[config.mk]
export PLATFORM = sky130hd
export DESIGN_NAME = gpio_wb
export DESIGN_NICKNAME = d
export VERILOG_FILES = /design/src/rtl/gpio_wb_pkg.sv /design/src/rtl/gpio_wb_debounce.sv /design/src/rtl/gpio_wb.sv
export SDC_FILE = /design/constraint.sdc
export NUM_CORES = 1
export LEC_CHECK = 0
export ABC_AREA = 0
export CORE_MARGIN = 8
export CORE_UTILIZATION = 47
export CTS_CLUSTER_SIZE = 40
export DETAILED_ROUTE_END_ITERATION = 10
export PLACE_DENSITY = 0.8
export SYNTH_ARGS = -nofsm -noshare
export SYNTH_HDL_FRONTEND = slang
export SYNTH_SLANG_ARGS = --single-unit
export TNS_END_PERCENT = 30
[constraint.sdc]
create_clock -name wb_clk_i -period 1.6 [get_ports wb_clk_i]
set_input_delay 0.24 -clock wb_clk_i [delete_from_list [all_inputs] [get_ports wb_clk_i]]
set_output_delay 0.24 -clock wb_clk_i [all_outputs]
set_load 0.01 [all_outputs]
[src/rtl/gpio_wb_pkg.sv]
// gpio_wb_pkg
// Shared definitions for the gpio_wb Wishbone GPIO controller:
//   - word-index localparams for the register map (wb_adr_i[4:2])
//   - ID register fields
//   - sel_to_mask(): expands a 4-bit Wishbone byte select into a 32-bit mask
package gpio_wb_pkg;

  localparam logic [2:0] ADR_DATA_IN    = 3'd0;
  localparam logic [2:0] ADR_DATA_OUT   = 3'd1;
  localparam logic [2:0] ADR_DIR        = 3'd2;
  localparam logic [2:0] ADR_TOGGLE     = 3'd3;
  localparam logic [2:0] ADR_RISE_EN    = 3'd4;
  localparam logic [2:0] ADR_FALL_EN    = 3'd5;
  localparam logic [2:0] ADR_IRQ_STATUS = 3'd6;
  localparam logic [2:0] ADR_ID         = 3'd7;

  localparam logic [15:0] GPIO_ID_MAGIC = 16'h6770;
  localparam logic [7:0]  GPIO_VERSION  = 8'h01;

  function automatic logic [31:0] sel_to_mask(input logic [3:0] sel);
    return {{8{sel[3]}}, {8{sel[2]}}, {8{sel[1]}}, {8{sel[0]}}};
  endfunction

endpackage

[src/rtl/gpio_wb_debounce.sv]
// gpio_wb_debounce
// Single-bit input filter. The output follows the input only after the input
// has differed from the output for DEBOUNCE_CYCLES consecutive clocks.
// Ports:
//   i_clk    clock
//   i_rst_n  synchronous active-low reset (output and counter clear to 0)
//   i_d      synchronised input sample
//   o_q      filtered value
module gpio_wb_debounce #(
  parameter int DEBOUNCE_CYCLES = 16
) (
  input  logic i_clk,
  input  logic i_rst_n,
  input  logic i_d,
  output logic o_q
);

  logic [15:0] r_cnt;
  logic        r_q;

  always_ff @(posedge i_clk) begin
    if (!i_rst_n) begin
      r_cnt <= '0;
      r_q   <= 1'b0;
    end else if (i_d == r_q) begin
      // Any bounce back to the current value restarts the stability window.
      r_cnt <= '0;
    end else if (r_cnt == 16'(DEBOUNCE_CYCLES - 1)) begin
      r_q   <= i_d;
      r_cnt <= '0;
    end else begin
      r_cnt <= r_cnt + 16'd1;
    end
  end

  assign o_q = r_q;

endmodule

[src/rtl/gpio_wb.sv]
// gpio_wb
// Wishbone B3 classic slave GPIO controller with per-pin direction, data-out,
// atomic toggle, synchronised input, and rising/falling edge interrupt capture.
// Optional input filter: define GPIO_DEBOUNCE_EN to insert gpio_wb_debounce
// per pin after the two-flop synchroniser.
// Ports:
//   wb_clk_i, wb_rst_n_i           clock, synchronous active-low reset
//   wb_adr_i[4:0]                  byte address (bits [1:0] ignored)
//   wb_dat_i/wb_dat_o[31:0]        write / registered read data
//   wb_sel_i[3:0]                  byte lane enables (gate every write)
//   wb_we_i, wb_cyc_i, wb_stb_i    bus controls
//   wb_ack_o                       one-cycle acknowledge
//   gpio_i                         asynchronous pad inputs
//   gpio_o, gpio_oe_o              pad output value / enable (1 = drive)
//   irq_o                          level interrupt, OR of IRQ_STATUS
//
// Handshake: an access is accepted on any edge where cyc & stb are high and
// ack is low; that edge raises ack for exactly one cycle, commits any write,
// and registers read data so wb_dat_o is valid while ack is high. Each access
// therefore takes two cycles. Reset clears ack, aborting an access in flight.
module gpio_wb
  import gpio_wb_pkg::*;
#(
  parameter int GPIO_WIDTH      = 8,
  parameter int DEBOUNCE_CYCLES = 16
) (
  input  logic                  wb_clk_i,
  input  logic                  wb_rst_n_i,
  input  logic [4:0]            wb_adr_i,
  input  logic [31:0]           wb_dat_i,
  output logic [31:0]           wb_dat_o,
  input  logic [3:0]            wb_sel_i,
  input  logic                  wb_we_i,
  input  logic                  wb_cyc_i,
  input  logic                  wb_stb_i,
  output logic                  wb_ack_o,
  input  logic [GPIO_WIDTH-1:0] gpio_i,
  output logic [GPIO_WIDTH-1:0] gpio_o,
  output logic [GPIO_WIDTH-1:0] gpio_oe_o,
  output logic                  irq_o
);

  localparam int W = GPIO_WIDTH;

  logic          r_ack;
  logic [31:0]   r_dat;
  logic [W-1:0]  r_data_out, r_dir, r_rise_en, r_fall_en, r_irq_status;
  logic [W-1:0]  r_s1, r_s2, r_p;

  logic          w_acc, w_wr, w_rd;
  logic [2:0]    w_idx;
  logic [31:0]   w_wmask, w_wdat_m, w_rdata;
  logic [W-1:0]  w_mask, w_wbits, w_f, w_set, w_clr;
  logic          w_unused;

  assign w_acc    = wb_cyc_i & wb_stb_i & ~r_ack;
  assign w_wr     = w_acc & wb_we_i;
  assign w_rd     = w_acc & ~wb_we_i;
  assign w_idx    = wb_adr_i[4:2];
  assign w_wmask  = sel_to_mask(wb_sel_i);
  assign w_wdat_m = wb_dat_i & w_wmask;
  // Only the low W bits are stored; upper data bits are dropped.
  assign w_mask   = w_wmask[W-1:0];
  assign w_wbits  = w_wdat_m[W-1:0];
  assign w_unused = ^{wb_adr_i[1:0], w_wmask, w_wdat_m};

`ifdef GPIO_DEBOUNCE_EN
  for (genvar gi = 0; gi < W; gi++) begin : g_db
    gpio_wb_debounce #(
      .DEBOUNCE_CYCLES(DEBOUNCE_CYCLES)
    ) u_db (
      .i_clk  (wb_clk_i),
      .i_rst_n(wb_rst_n_i),
      .i_d    (r_s2[gi]),
      .o_q    (w_f[gi])
    );
  end
`else
  assign w_f = r_s2;
  // DEBOUNCE_CYCLES is inert without the filter; this empty block only
  // references it so the unfiltered build accepts it silently.
  if (DEBOUNCE_CYCLES < 1) begin : g_debounce_inert
  end
`endif

  // Edges are seen relative to the previous filtered value, so enabling a
  // pin never picks up an edge that happened before the enable.
  assign w_set = ((w_f & ~r_p) & r_rise_en) | ((~w_f & r_p) & r_fall_en);
  assign w_clr = (w_wr && (w_idx == ADR_IRQ_STATUS)) ? w_wbits : '0;

  always_comb begin
    w_rdata = '0;
    case (w_idx)
      ADR_DATA_IN:    w_rdata[W-1:0] = w_f;
      ADR_DATA_OUT:   w_rdata[W-1:0] = r_data_out;
      ADR_DIR:        w_rdata[W-1:0] = r_dir;
      ADR_RISE_EN:    w_rdata[W-1:0] = r_rise_en;
      ADR_FALL_EN:    w_rdata[W-1:0] = r_fall_en;
      ADR_IRQ_STATUS: w_rdata[W-1:0] = r_irq_status;
      ADR_ID:         w_rdata = {GPIO_ID_MAGIC, GPIO_VERSION, 8'(GPIO_WIDTH)};
      default:        w_rdata = '0;  // TOGGLE reads 0
    endcase
  end

  always_ff @(posedge wb_clk_i) begin
    if (!wb_rst_n_i) begin
      r_ack        <= 1'b0;
      r_dat        <= '0;
      r_data_out   <= '0;
      r_dir        <= '0;
      r_rise_en    <= '0;
      r_fall_en    <= '0;
      r_irq_status <= '0;
      r_s1         <= '0;
      r_s2         <= '0;
      r_p          <= '0;
    end else begin
      r_ack <= w_acc;
      r_dat <= w_rd ? w_rdata : '0;
      r_s1  <= gpio_i;
      r_s2  <= r_s1;
      r_p   <= w_f;
      if (w_wr) begin
        case (w_idx)
          ADR_DATA_OUT: r_data_out <= (r_data_out & ~w_mask) | w_wbits;
          ADR_DIR:      r_dir      <= (r_dir & ~w_mask) | w_wbits;
          ADR_TOGGLE:   r_data_out <= r_data_out ^ w_wbits;
          ADR_RISE_EN:  r_rise_en  <= (r_rise_en & ~w_mask) | w_wbits;
          ADR_FALL_EN:  r_fall_en  <= (r_fall_en & ~w_mask) | w_wbits;
          default: ;
        endcase
      end
      // New edges win over a same-cycle write-1-to-clear.
      r_irq_status <= (r_irq_status & ~w_clr) | w_set;
    end
  end

  assign wb_ack_o  = r_ack;
  assign wb_dat_o  = r_dat;
  assign gpio_o    = r_data_out;
  assign gpio_oe_o = r_dir;
  assign irq_o     = |r_irq_status;

endmodule

After elaboration in Yosys (flattened, before gate mapping)

Cells that the tools add are included.

Register bits after elaboration: 97
Logic and storage cells: 57

Eq/ne operators: 7
Multiplexer cells: 4
Bitwise gates (word level): 27
Reduce and logical (&&, ||, !) cells: 9

Operators by type and width:

| kind                                                                  | count |
|---|---|
| 8-bit bitwise AND                                                     | 10 |
| 8-bit one-hot mux with 7 select lines                                 | 1 |
| 8-bit bitwise OR                                                      | 6 |
| 8-bit inverter                                                        | 4 |
| 23-bit two-way mux                                                    | 1 |
| 8-bit one-hot mux with 2 select lines                                 | 1 |
| 3-bit equality test, second input constant                            | 4 |
| 2-bit AND reduction                                                   | 5 |
| 8-bit two-way mux                                                     | 1 |
| 8-bit OR reduction                                                    | 1 |
| 8-bit XOR                                                             | 1 |
| 3-bit by 2-bit equality test with 1-bit output, second input constant | 2 |
| 1-bit bitwise AND                                                     | 4 |
| 3-bit by 1-bit equality test with 1-bit output, second input constant | 1 |
| 3-bit logical NOT                                                     | 1 |
| 1-bit inverter                                                        | 2 |
| 2-bit nonzero test                                                    | 1 |
| 1-bit logical AND                                                     | 1 |

Logic depth before layout (Yosys ltp)

Word-level depth: 8
Gate-level depth with buffers: 5

Worst setup path after synthesis

No wires, ideal clock.

Path kind: register to register
From: register r_ack (netlist: wb_ack_o)
To: register with a tool-made name
Setup time: 72 ps
Setup slack: 99 ps
Arrival time: 1429 ps
Path buffers: 1
Stages on the path, launching flop included: 5
Period minus slack after synthesis: 1501 ps
Cell sequence: dfxtp_1 -> nand3b_4 -> buf_6 -> nor4_4 -> mux2i_1

RTL lines:

| item                   | line           | RTL |
|---|---|---|
| start, declared        | gpio_wb.sv:45  | `logic r_ack;` |
| start signal, assigned | gpio_wb.sv:118 | `r_ack <= w_acc;` |

Worst setup path in the final report

From: input port wb_stb_i
To: register r_irq_status[5]

Longest elaborated chain between the ends: 8

RTL lines:

| item                           | line           | RTL |
|---|---|---|
| start, declared                | gpio_wb.sv:35  | `input logic wb_stb_i,` |
| 1-bit bitwise AND (2 in a row) | gpio_wb.sv:56  | `assign w_acc = wb_cyc_i & wb_stb_i & ~r_ack;` |
| 1-bit bitwise AND              | gpio_wb.sv:57  | `assign w_wr = w_acc & wb_we_i;` |
| 1-bit logical AND              | gpio_wb.sv:89  | `assign w_clr = (w_wr && (w_idx == ADR_IRQ_STATUS)) ? w_wbits : '0;` |
| 8-bit two-way mux              | gpio_wb.sv:89  |  |
| 8-bit inverter                 | gpio_wb.sv:134 | `r_irq_status <= (r_irq_status & ~w_clr) \| w_set;` |
| 8-bit bitwise AND              | gpio_wb.sv:134 |  |
| 8-bit bitwise OR               | gpio_wb.sv:134 |  |
| end signal, assigned           | gpio_wb.sv:134 |  |
| end, declared                  | gpio_wb.sv:47  | `logic [W-1:0] r_data_out, r_dir, r_rise_en, r_fall_en, r_irq_status;` |

No other way between the ends.
A chain may end at the register's enable or synchronous reset.

==> summary.txt <==
Run status
  – Result of the run: finished, violations left
  – Violations in the final reports: negative setup slack

Hold path
  – Worst min path class: input port to register

Clock tree
  – Clock root buffer master: sky130_fd_sc_hd__clkbuf_8
  – Clock sink total: 74
  – TritonCTS clock tree: yes
  – Post-cts hold buffer count: 0
  – Clock latency at the later pin of the worst-skew pair: 0.35 ns
  – H-tree levels: 3
  – CTS clk-pin slew, worst paths: 0.08 ns
  – Longest Clk Path Bufs: 2
  – Number of buffers created by CTS: 9

STA
  – Hold Vio Cnt, Final: 0
  – Fin crit period: 1.60 ns
  – Worst Slack Setup Final: -0.00375 ns
  – Highest clock frequency the design can meet: 0.624 GHz
  – Final setup viols: 1
  – Max Clock Skew: 0.00950 ns
  – Slew Limit Fails: 0
  – Share of the clock period used by the worst path: 100%
  – WHS: 0.288 ns

Logic synthesis
  – EDFF count, synth: 0
  – Asr flop ratio synth: 0%
  – Gate count after technology mapping: 353
  – Number of distinct library cells after synthesis: 43
  – Count of state elements after synthesis: 74
  – Per-instance average area after synthesis: 9.78 um^2
  – Warning count from the yosys run: 0
  – Part of the Yosys area used for sequential elements: 42.9%
  – Most frequently used flop master after synthesis: sky130_fd_sc_hd__dfxtp_1
  – Post-Syn Area: 0.00345 mm^2

Cells and area
  – Diodes inserted: 0
  – Share of final-layout standard cells stronger than drive strength 1: 19.1%
  – FILL cells: 590
  – Number of non-filler instances in the completed layout: 534
  – Most common cell after layout, fill and taps aside: sky130_fd_sc_hd__dfxtp_1
  – Syn-to-layout area delta: 30.3%
  – Number of nets in the layout: 484
  – Leading cell types in the layout, fill and taps excluded: sky130_fd_sc_hd__dfxtp_1 (67), sky130_fd_sc_hd__clkdlybuf4s50_1 (53), sky130_fd_sc_hd__nand2_1 (45)

GRT
  – Total grt overflow: 0
  – Wire length of the first global-routing pass: 14400 um
  – Vias in the first global route: 2934
  – Overall Global Routing Usage: 17.8%
  – Initial antenna violation count: 0
  – Largest net degree at the start of global routing: 73

Drt
  – DRC errors left: 0
  – Wire length the detailed router placed on met1: 3820 um
  – WL met2: 4400 um
  – Number of vias after detailed routing: 2969
  – DRC violation total after the first TritonRoute iteration: 241
  – Highest metal layer with signal wires: met4
  – Via count normalized by instance count: 5.56
  – First-pass DRT Iterations: 7
  – Routed met3 length: 722 um
  – Antenna-violating nets left: 0
  – Routed wire length per instance: 17.2 um
  – Detailed-route wire length: 9210 um

Die
  – Die H: 102 um
  – Horizontal die dimension: 102 um
  – Effective utilization at floorplan: 48.1%
  – Core Area: 0.00718 mm^2
  – DIE AREA: 0.0103 mm^2
  – I/O pins: 104
  – Row count: 31

Critical path
  – Crit path DAT: 1.82 ns
  – Worst path bufs/invs: 2
  – Critical path capture point type: register
  – Chain of cells forming the critical path: clkdlybuf4s50_1, nand3b_4, buf_4, o41ai_1, a31oi_1
  – Endpoint required time on the critical path: 1.82 ns
  – Cell type of the slowest stage on the worst timing path: sky130_fd_sc_hd__clkdlybuf4s50_1
  – Kind of cell with the highest combined delay on the critical path: buffers and inverters
  – Highest fanout seen on the critical path: 11
  – Kind of start point of the critical path: input port
  – Maximum single-stage delay on the critical path: 0.54 ns
  – Critical Setup Path Class: input port to register

Run
  – Number of maximum-capacitance constraint violations: 0

Place
  – Count of input and output buffers: 59
  – Detailed-placement wirelength estimate: 6600 um
  – Last weighted congestion value of the routability-driven placer: 0.852
  – Placed cell count: 518

Power
  – Total power divided by cell area: 789 mW/mm^2
  – Static Leakage: 1.71 nW
  – VDD IR-drop max: 0.473 mV
where the power goes:
part / switching (W) / internal, W / leakage [nW] / total (W)
Sequential: 0.0000190 / 0.00187 / 0.604 / 0.00189
Combinational: 0.000207 / 0.000181 / 1.02 / 0.000388
Clock: 0.000705 / 0.000565 / 0.0827 / 0.00127
worst reg2reg max path: cells and delay by family, from the launching register on:
kind,cells,cell delay (ns)
buffers and inverters,1,0.21
and+or+nand+nor,1,0.28
AOI/OAI and AO/OA,2,0.62
DFF,1,0.33
final timing paths:
check / from / to / slack, ns / cells past startpoint
max: wb_stb_i / r_irq_status[5] / -0.004 / 5
max reg2reg: wb_ack_o / r_irq_status[5] / 0.04 / 4
min reg2reg: r_s1[7] / r_s2[7] / 0.43 / 1
min: wb_rst_n_i / wb_ack_o / 0.29 / 2
logic make-up (layout without fill, tap and decap cells):
kind of cell / after synthesis / count (layout) / synth area share, %
flip-flops: 74 / 74 / 42.9
AO/OA/AOI/OAI: 50 / 50 / 11.8
AND/OR/NAND/NOR: 134 / 134 / 23.3
other: 1 / 15 / 0.109
multiplexers: 39 / 39 / 12.6
buffers and inverters: 55 / 123 / 9.28
layer usage:
| metal | GRT usage [%] | up-vias |
|---|---|---|
| met5 | 0 | - |
| met4 | 9.16 | 0 |
| met3 | 4.12 | 24 |
| met2 | 28.6 | 132 |
| met1 | 21.7 | 1407 |
| li1 | - | 1406 |
cells in the mapped netlist (all sizes together), types with 8 or more instances:
cell type / n / area [um^2]
nand3: 9 / 45.0
clkbuf: 11 / 41.3
a2111oi: 8 / 70.1
dfxtp: 74 / 1480
nand2: 45 / 169
inv: 11 / 41.3
and3: 8 / 50.1
buf: 33 / 238
or4: 8 / 60.1
and2: 24 / 150
mux2i: 31 / 310
nand3b: 19 / 155
o41ai: 8 / 70.1
a31oi: 10 / 62.6
o221ai: 8 / 70.1
what timing repair did:
item	in CTS	in global routing
pin swaps	1	1
gates resized for setup	9	15
setup buffers	0	0
setup endpoints to repair	15	17
layout make-up:
type	instances	area, um^2	share of cell area, %
clock buffers	10	128	2.84
clock inverters	6	42.5	0.946
inverters	11	41.3	0.918
multi-input cells	238	1750	38.8
flip-flops and latches	74	1490	33.1
well taps	99	124	2.75
repair buffers	96	927	20.6
stage by stage:
step	total power [W]	util, %	setup WS [ns]	TNS, ns	instance area (um^2)
2_1_floorplan	0.00215	-	0.0989	0	3510
3_5_place_dp	0.00230	59.6	-0.309	-10.41	4280
5_1_grt	0.00369	62.7	-0.0348	-0.0561	4500
4_1_cts	0.00356	62.1	0.00710	0	4460
3_3_place_gp	0.00230	59.6	-0.273	-9.20	4280
6_report	0.00355	62.7	-0.00375	-0.00375	4500
No activity file was read; power rests on OpenSTA's default activity.
